[src/rtl/sprite_scheduler.sv]
// Frame-tick driven scheduler that grants one VGA pixel-write port to N sprite
// engines in turn, launching each with a one-cycle enable and waiting for its done.
module sprite_scheduler #(
    parameter int N        = 4,
    parameter int TICK_DIV = 833333,
    parameter int TIMEOUT  = 1048575
) (
    input  logic             clk,
    input  logic             resetn,
    input  logic             pause,
    input  logic [N-1:0]     active_mask,
    input  logic [N-1:0]     done,
    input  logic [N-1:0]     plot_in,
    input  logic [8*N-1:0]   x_in,
    input  logic [7*N-1:0]   y_in,
    input  logic [3*N-1:0]   colour_in,
    output logic [N-1:0]     en,
    output logic             plot,
    output logic [7:0]       x,
    output logic [6:0]       y,
    output logic [2:0]       colour,
    output logic             busy,
    output logic [2:0]       cur_id,
    output logic             frame_done,
    output logic             overrun,
    output logic             timeout_err,
    output logic [2:0]       dbg_state
);

    localparam int TW = (TICK_DIV > 1) ? $clog2(TICK_DIV) : 1;
    localparam int WW = $clog2(TIMEOUT + 1);
    localparam int IW = (N > 1) ? $clog2(N) : 1;

    typedef enum logic [2:0] {
        S_IDLE      = 3'd0,
        S_LAUNCH    = 3'd1,
        S_WAIT_DONE = 3'd2,
        S_ADVANCE   = 3'd3,
        S_FRAME_END = 3'd4
    } state_t;

    state_t          state, state_nx;
    logic [TW-1:0]   tick_cnt;
    logic            tick;
    logic [WW-1:0]   wait_cnt;
    logic [N-1:0]    frame_mask;
    logic [2:0]      cur_q, cur_nx;
    logic [IW-1:0]   cur_idx;
    logic            overrun_q, timeout_q;
    logic            timeout_set;
    logic            done_cur;
    logic [3:0]      pick;

    // Returns {found, index} of the lowest set bit of m at or above position from.
    function automatic logic [3:0] pick_from(input logic [N-1:0] m, input int from);
        logic [3:0] r;
        r = '0;
        for (int i = N - 1; i >= 0; i--) begin
            if (m[i] && (i >= from)) r = {1'b1, 3'(i)};
        end
        return r;
    endfunction

    assign cur_idx = cur_q[IW-1:0];

    // tick is registered, so it is high the cycle after the counter reaches TICK_DIV-1.
    always_ff @(posedge clk or negedge resetn) begin
        if (!resetn) begin
            tick_cnt <= '0;
            tick     <= 1'b0;
        end else begin
            tick <= (tick_cnt == TW'(TICK_DIV - 1));
            if (tick_cnt == TW'(TICK_DIV - 1)) tick_cnt <= '0;
            else                               tick_cnt <= tick_cnt + TW'(1);
        end
    end

    always_comb begin
        done_cur = 1'b0;
        for (int i = 0; i < N; i++) begin
            if (cur_idx == IW'(i)) done_cur = done[i];
        end
    end

    // Engine handshake: en[i] is a one-cycle launch; the engine answers with done[i]
    // (any width), which is only observed while that engine holds the grant.
    always_comb begin
        state_nx    = state;
        cur_nx      = cur_q;
        timeout_set = 1'b0;
        pick        = '0;
        unique case (state)
            S_IDLE: begin
                if (tick && !pause) begin
                    if (|active_mask) begin
                        pick     = pick_from(active_mask, 0);
                        cur_nx   = pick[2:0];
                        state_nx = S_LAUNCH;
                    end else begin
                        state_nx = S_FRAME_END;
                    end
                end
            end
            S_LAUNCH: state_nx = S_WAIT_DONE;
            S_WAIT_DONE: begin
                if (done_cur) begin
                    state_nx = S_ADVANCE;
                end else if (wait_cnt == WW'(TIMEOUT - 1)) begin
                    timeout_set = 1'b1;
                    state_nx    = S_ADVANCE;
                end
            end
            S_ADVANCE: begin
                pick = pick_from(frame_mask, int'(cur_q) + 1);
                if (pick[3]) begin
                    cur_nx   = pick[2:0];
                    state_nx = S_LAUNCH;
                end else begin
                    state_nx = S_FRAME_END;
                end
            end
            S_FRAME_END: state_nx = S_IDLE;
            default:     state_nx = S_IDLE;
        endcase
    end

    always_ff @(posedge clk or negedge resetn) begin
        if (!resetn) begin
            state      <= S_IDLE;
            cur_q      <= '0;
            wait_cnt   <= '0;
            frame_mask <= '0;
            overrun_q  <= 1'b0;
            timeout_q  <= 1'b0;
        end else begin
            state <= state_nx;
            cur_q <= cur_nx;
            if (state == S_IDLE && tick && !pause) frame_mask <= active_mask;
            if (state == S_LAUNCH)         wait_cnt <= '0;
            else if (state == S_WAIT_DONE) wait_cnt <= wait_cnt + WW'(1);
            if (tick && state != S_IDLE) overrun_q <= 1'b1;
            if (timeout_set)             timeout_q <= 1'b1;
        end
    end

    always_comb begin
        en = '0;
        for (int i = 0; i < N; i++) begin
            en[i] = (state == S_LAUNCH) && (cur_idx == IW'(i));
        end
    end

    // Pixel port is a pure combinational mux, live only while the grantee runs.
    always_comb begin
        plot   = 1'b0;
        x      = '0;
        y      = '0;
        colour = '0;
        if (state == S_WAIT_DONE) begin
            for (int i = 0; i < N; i++) begin
                if (cur_idx == IW'(i)) begin
                    plot   = plot_in[i];
                    x      = x_in[8*i +: 8];
                    y      = y_in[7*i +: 7];
                    colour = colour_in[3*i +: 3];
                end
            end
        end
    end

    assign busy        = (state != S_IDLE);
    assign frame_done  = (state == S_FRAME_END);
    assign cur_id      = cur_q;
    assign overrun     = overrun_q;
    assign timeout_err = timeout_q;
    assign dbg_state   = state;

endmodule

[config.mk]
export PLATFORM = sky130hd
export DESIGN_NAME = sprite_scheduler
export DESIGN_NICKNAME = d
export VERILOG_FILES = /design/src/rtl/sprite_scheduler.sv
export SDC_FILE = /design/constraint.sdc
export NUM_CORES = 1
export LEC_CHECK = 0
export CAP_MARGIN = 5
export CORE_ASPECT_RATIO = 1.25
export CORE_MARGIN = 2
export CORE_UTILIZATION = 41
export DETAILED_ROUTE_END_ITERATION = 8
export PLACE_DENSITY = 0.78
export REMOVE_ABC_BUFFERS = 1
export SYNTH_ARGS = -nofsm -noshare
export SYNTH_HDL_FRONTEND = slang
export SYNTH_SLANG_ARGS = --single-unit
[constraint.sdc]
create_clock -name clk -period 1.7 [get_ports clk]
set_input_delay 0.255 -clock clk [delete_from_list [all_inputs] [get_ports clk]]
set_output_delay 0.255 -clock clk [all_outputs]
set_load 0.005 [all_outputs]
==> results of run 1 <==
kinds of logic (layout without fill, tap and decap cells):
kind of cell	after synthesis	after routing	share of synthesized area [%]
and+or+nand+nor	130	130	22.9
DFF	51	51	39.5
AOI/OAI and AO/OA	47	47	10.1
muxes	33	33	18.1
buffers and inverters	31	230	3.84
xor gates and xnor gates	14	14	3.80
adders and majority gates	4	4	1.55
other	1	1	0.116
stage by stage:
stage,cell area [µm²],power (mW),utilization (%)
after floorplan,3150,1.28,-
after global placement,4890,1.52,63.5
after detailed placement,4890,1.52,63.5
after CTS,5350,2.30,69.4
after global routing,5660,2.38,73.5
final,5660,2.31,73.5
worst max-delay path by stage:
stage               cells past startpoint           end  slack, ns       from
CTS                                     5          y[2]      -0.37  cur_id[0]
global route                            5          plot      -0.43  cur_id[0]
global placement                        4          y[2]      -0.34   y_in[23]
finish                                  5          x[0]      -0.41  cur_id[0]
floorplan                               4  dbg_state[0]      -0.56  cur_id[0]
detailed placement                      4          y[2]      -0.37   y_in[16]
layout make-up:
cell class / instances / area, µm²
clock buffers: 7 / 96.3
fillers: 470 / 2040
multi-input cells: 229 / 2130
repair buffers: 209 / 1980
inverters: 13 / 48.8
clock inverters: 1 / 7.51
well taps: 95 / 119
flip-flops and latches: 51 / 1280
state kept, by name, indices dropped and copies added, names as in the netlist:
signal       flops
tick_cnt        20
wait_cnt        20
cur_id           2
dbg_state        3
frame_mask       3
overrun          1
tick             1
timeout_err      1
cells in the mapped netlist (2+ instances only):
library cell  count
dfrtp_1          51
and2_1           22
nand2_1          22
mux4_2           20
nor2_1           19
clkbuf_1         14
inv_1            13
nand4_1          13
o21ai_0          11
nand3_1          10
mux2i_1           9
and3_1            8
xor2_1            8
a21oi_1           7
o31ai_1           6
xnor2_1           6
nor3_1            5
and4_1            4
ha_1              4
mux2_2            4
nor2b_1           4
nor4_1            4
o211ai_1          4
o41ai_1           4
buf_2             3
o311ai_0          3
or4_1             3
a2111oi_0         2
a31o_2            2
nand4_2           2
nor3b_1           2
nor4b_1           2
or2_2             2
or3_1             2
layer usage:
metal  vias to the layer above  part of all wire, %  GRT usage, %
li1                       1554                    -             -
met1                      1758                   35          26.7
met2                       226                   53          46.9
met3                        48                  7.8          5.56
met4                         0                  4.9          8.20
met5                         -                    0             0
repair_timing:
| action | 4_1_cts | 5_1_grt |
|---|---|---|
| hold buffers | 1 | 0 |
| pin swaps | 27 | 16 |
| gates resized for setup | 171 | 66 |
| setup buffers | 19 | 15 |
| hold endpoints to repair | 13 | 0 |
| gates cloned | 3 | 1 |
| setup endpoints to repair | 43 | 64 |
report_power, final:
group | switching [mW] | internal [mW] | leakage [nW]
clock network | 0.417 | 0.371 | 0.0505
logic | 0.0866 | 0.224 | 1.81
registers | 0 | 1.21 | 0.688
total | 0.503 | 1.81 | 2.55
==> flow_summary.toml, run 1 <==
[clock_tree]
cts_sinks = 51
ctsHtreeMaxLevel = 2
numCtsBuffers = 5
clock-root-buffer = "clkbuf_8"
insertion_delay_ns = 0.31
clock_path_buffers = 2
cts_tree = "yes"
clk_pin_slew_ns = 0.10

[global_routing]
grt_max_degree = 28
grt_usage_pct = 24.4
grt_pass1_vias = 3322
overflow = 0
antenna_found_initial = 0
grt_pass1_wl_um = 16600

[synth]
synth_cell_type_count = 50
synth_top_area_share_pct = 39.5
yosys-top-cells-area = "dfrtp_1, mux4_2, and2_1"
synth_area_um2 = 3230
synth_edf_count = 0
ys_ff_latch = 51
syn_avg_cell_area_um2 = 10.4
async_flop_share_pct = 100
ys_warn_count = 0
synth_top_flop_cell = "dfrtp_1"
yosysSeqAreaShare_pct = 39.5
synthCells = 311
yosysTopAreaCell = "dfrtp_1"

[sta]
final.setup.worst_slack_ns = -0.407
fin_hold_ws_ns = 0.279
hold_viol_final = 0
finalCritPeriodShare_pct = 124
worst_slew_pin_slew_ns = 0.565
period_needed_ns = 2.11
max_freq_mhz = 475
finClkSkew_ns = 0.0150
fin_tns_setup_ns = -8.08
rsz0062_at_grt = "true"
slew_headroom_pct = 62.0
report.final.slew_viol_count = 0
finalSetupViolations = 49

[worst_setup_path]
crit_top_cell = "buf_6"
start_kind = "register"
reg2reg_depth = 7
r2r_slack_ns = -0.19
regToRegEndpoint = "dbg_state[0]"
path_class = "reg2out"
crit_path_top_delay_cell = "mux4_2"
cp_num_buf_inv = 3
critPathMaxStageDelay_ns = 0.54
arrival_ns = 1.85
required_ns = 1.44
r2r-start = "cur_id[0]"
cp_max_fo = 5
cp_top_family = "multiplexers"
worstPathCellList = "buf_6, buf_6, mux4_2, and2_1, buf_2"
end_kind = "primary output"

[drt]
drt_wl_total_um = 12800
route.vias.total = 3586
ant_nets = 0
wl_per_cell_um = 21.1
drtIter0Drc = 286
via_per_inst = 5.93
route.detailed.drc = 0
drtPass1Iterations = 5

[placed_design]
place.gp.congestion = 0.864
port_buffers = 118
place_hpwl_um = 7410
dp_cells = 562
dp_slack_ns = -0.372

[pwr]
vdd_ir_drop_max_mv = 0.392
power.density_nw_per_um2 = 408
leakagePower_nw = 2.55

[finish]
area_delta_synth_final_pct = 75.3
diodes = 0
drive_gt1_share_pct = 42.0
layout_commonest_cell = "clkdlybuf4s50_1"
nets = 600
final_cell_mix = "clkdlybuf4s50_1, buf_4, dfrtp_1, buf_6, nand2_1"
finalNonFillerCells = 605

[job]
cap_violations = 0

[floorplanning]
initial_core_util_pct = 41.9
pin_count = 120
die_h_um = 103
core_area_um2 = 7700
row_count = 36
die_area_um2 = 8600
fp.dieW_um = 83.4

[hold_path]
hold_class = "in2async"

[status]
outcome = "finished with violations"
violations = "negative setup slack"
Power figures use the tool's default switching activity.
==> run 2: changes to the inputs <==
ABC_AREA = 0   (was default)
PLACE_DENSITY = 0.79   (was 0.78)
==> run 2 against run 1 <==
  * The run still ends with negative setup slack left
  * Critical path type unchanged
  * Fmax up 0.33%
  * Combinational power about the same
  * Global-route usage up 2.4 points
  * Cell area up 0.15%
  * Hold slack better by 0.14 ns
  * Highest routed layer unchanged
  * Non-clock buffer count down 9
  * Count of clock-buffer cells in the layout down 1
  * Clock skew up 0.0036 ns
==> flow_summary.toml, run 2 (synthesis gave the netlist of run 1 again) <==
[clock_tree]
cts_sinks = 51
clk_pin_slew_ns = 0.10
clock_path_buffers = 2
clock-root-buffer = "clkbuf_8"
ctsHtreeMaxLevel = 2
insertion_delay_ns = 0.31
numCtsBuffers = 5
cts_tree = "yes"

[sta]
hold_viol_final = 0
finalCritPeriodShare_pct = 124
fin_tns_setup_ns = -8.47
period_needed_ns = 2.10
rsz0062_at_grt = "true"
report.final.slew_viol_count = 0
worst_slew_pin_slew_ns = 0.498
slew_headroom_pct = 66.4
finClkSkew_ns = 0.0186
max_freq_mhz = 476
final.setup.worst_slack_ns = -0.400
finalSetupViolations = 38

[finish]
nFillCells = 464
diodes = 0
layout_commonest_cell = "clkdlybuf4s50_1"
reg_top3 = "tick_cnt x20, wait_cnt x20"
final_cell_mix = "clkdlybuf4s50_1, buf_4, dfrtp_1, buf_6"
drive_gt1_share_pct = 39.5
finalNonFillerCells = 596
area_delta_synth_final_pct = 75.6
finalInstanceArea_um2 = 5670
nets = 591

[placed_design]
dpl_cell_area_um2 = 4900
place_hpwl_um = 7980
place.gp.congestion = 0.888
dp_slack_ns = -0.384
dp_cells = 559
port_buffers = 118

[pwr]
leakagePower_nw = 2.63
vdd_ir_drop_max_mv = 0.476
power.density_nw_per_um2 = 392
power_mw = 2.22

[worst_setup_path]
required_ns = 1.44
start_kind = "register"
end_kind = "primary output"
path_class = "reg2out"
arrival_ns = 1.85
cp_max_fo = 5

[floorplanning]
fp.dieW_um = 83.4
row_count = 36
die_area_um2 = 8600
core_area_um2 = 7700
pin_count = 120
die_h_um = 103
initial_core_util_pct = 41.9

[global_routing]
grt_usage_pct = 26.8
grt_pass1_vias = 3532
antenna_found_initial = 0
grt_max_degree = 21
overflow = 0
grt_pass1_wl_um = 17900

[drt]
wl_per_cell_um = 21.3
drtPass1Iterations = 5
drtIter0Drc = 226
ant_nets = 0
via_per_inst = 5.86
route.vias.total = 3492
drt_wl_total_um = 12700
route.detailed.drc = 0

[status]
outcome = "finished with violations"
violations = "negative setup slack"

[job]
cap_violations = 0

[hold_path]
hold_class = "in2async"
run 2: cell types whose count changed in the layout (fill, tap and decap cells not counted), sizes merged:
cell,before,now
buf,115,105
clkbuf,9,8
clkdlybuf4s50,89,87
clkinv,0,1
dlymetal6s2s,1,4
run 2: report_power, final:
group | switching [mW] | internal, mW | total [mW] | leakage, nW
sequential | 0 | 1.21 | 1.21 | 0.691
combinational | 0.0874 | 0.224 | 0.311 | 1.90
clock | 0.408 | 0.289 | 0.697 | 0.0412
run 2: critical path: stages, from the launching register on:
cell and delay, ns:
dfrtp_2 0.44, buf_12 0.14, buf_12 0.13, buf_8 0.12, mux4_2 0.44, and2_4 0.16, buf_6 0.11
run 2: layout make-up:
class                   count  area (µm²)  share of cell area, %
repair buffers            200        1960                   34.6
clock inverters             2        12.5                  0.221
well taps                  95         119                   2.10
flip-flops and latches     51        1280                   22.6
clock buffers               6        72.6                   1.28
inverters                  13        48.8                  0.861
multi-input cells         229        2170                   38.4
run 2: path summary, 6_finish.rpt:
check	startpoint	to	slack, ns	cells past startpoint
setup / recovery	cur_id[0]	colour[1]	-0.40	6
hold / removal	resetn	tick_cnt[1]	0.42	2
setup reg to reg	cur_id[0]	cur_id[0]	-0.27	7
hold reg to reg	overrun	overrun	0.46	1
max in group asynchronous	resetn	wait_cnt[16]	0.62	3
min in group clk	overrun	overrun	0.46	1
run 2: what timing repair did:
| item | in CTS | in global routing |
|---|---|---|
| setup endpoints to repair | 44 | 48 |
| pin swaps | 33 | 14 |
| gates resized for setup | 177 | 52 |
| hold buffers | 1 | 0 |
| setup buffers | 18 | 12 |
| cloned | 3 | 1 |
| endpoints found under the hold margin | 18 | 0 |
run 2: metal layers:
metal	vias to the layer above	routed length, µm	GRT usage [%]
met1	1710	4090	27.5
met3	58	1020	5.71
met5	-	0	0
met2	195	6690	53.2
li1	1529	-	-
met4	0	914	11.0
run 2: per-stage QoR:
stage          utilization (%)  hold WS (ns)
6_report                  73.6         0.422
5_1_grt                   73.6         0.468
4_1_cts                   70.7         0.427
3_5_place_dp              63.6         0.220
3_3_place_gp              63.6         0.210
2_1_floorplan                -       -0.0406
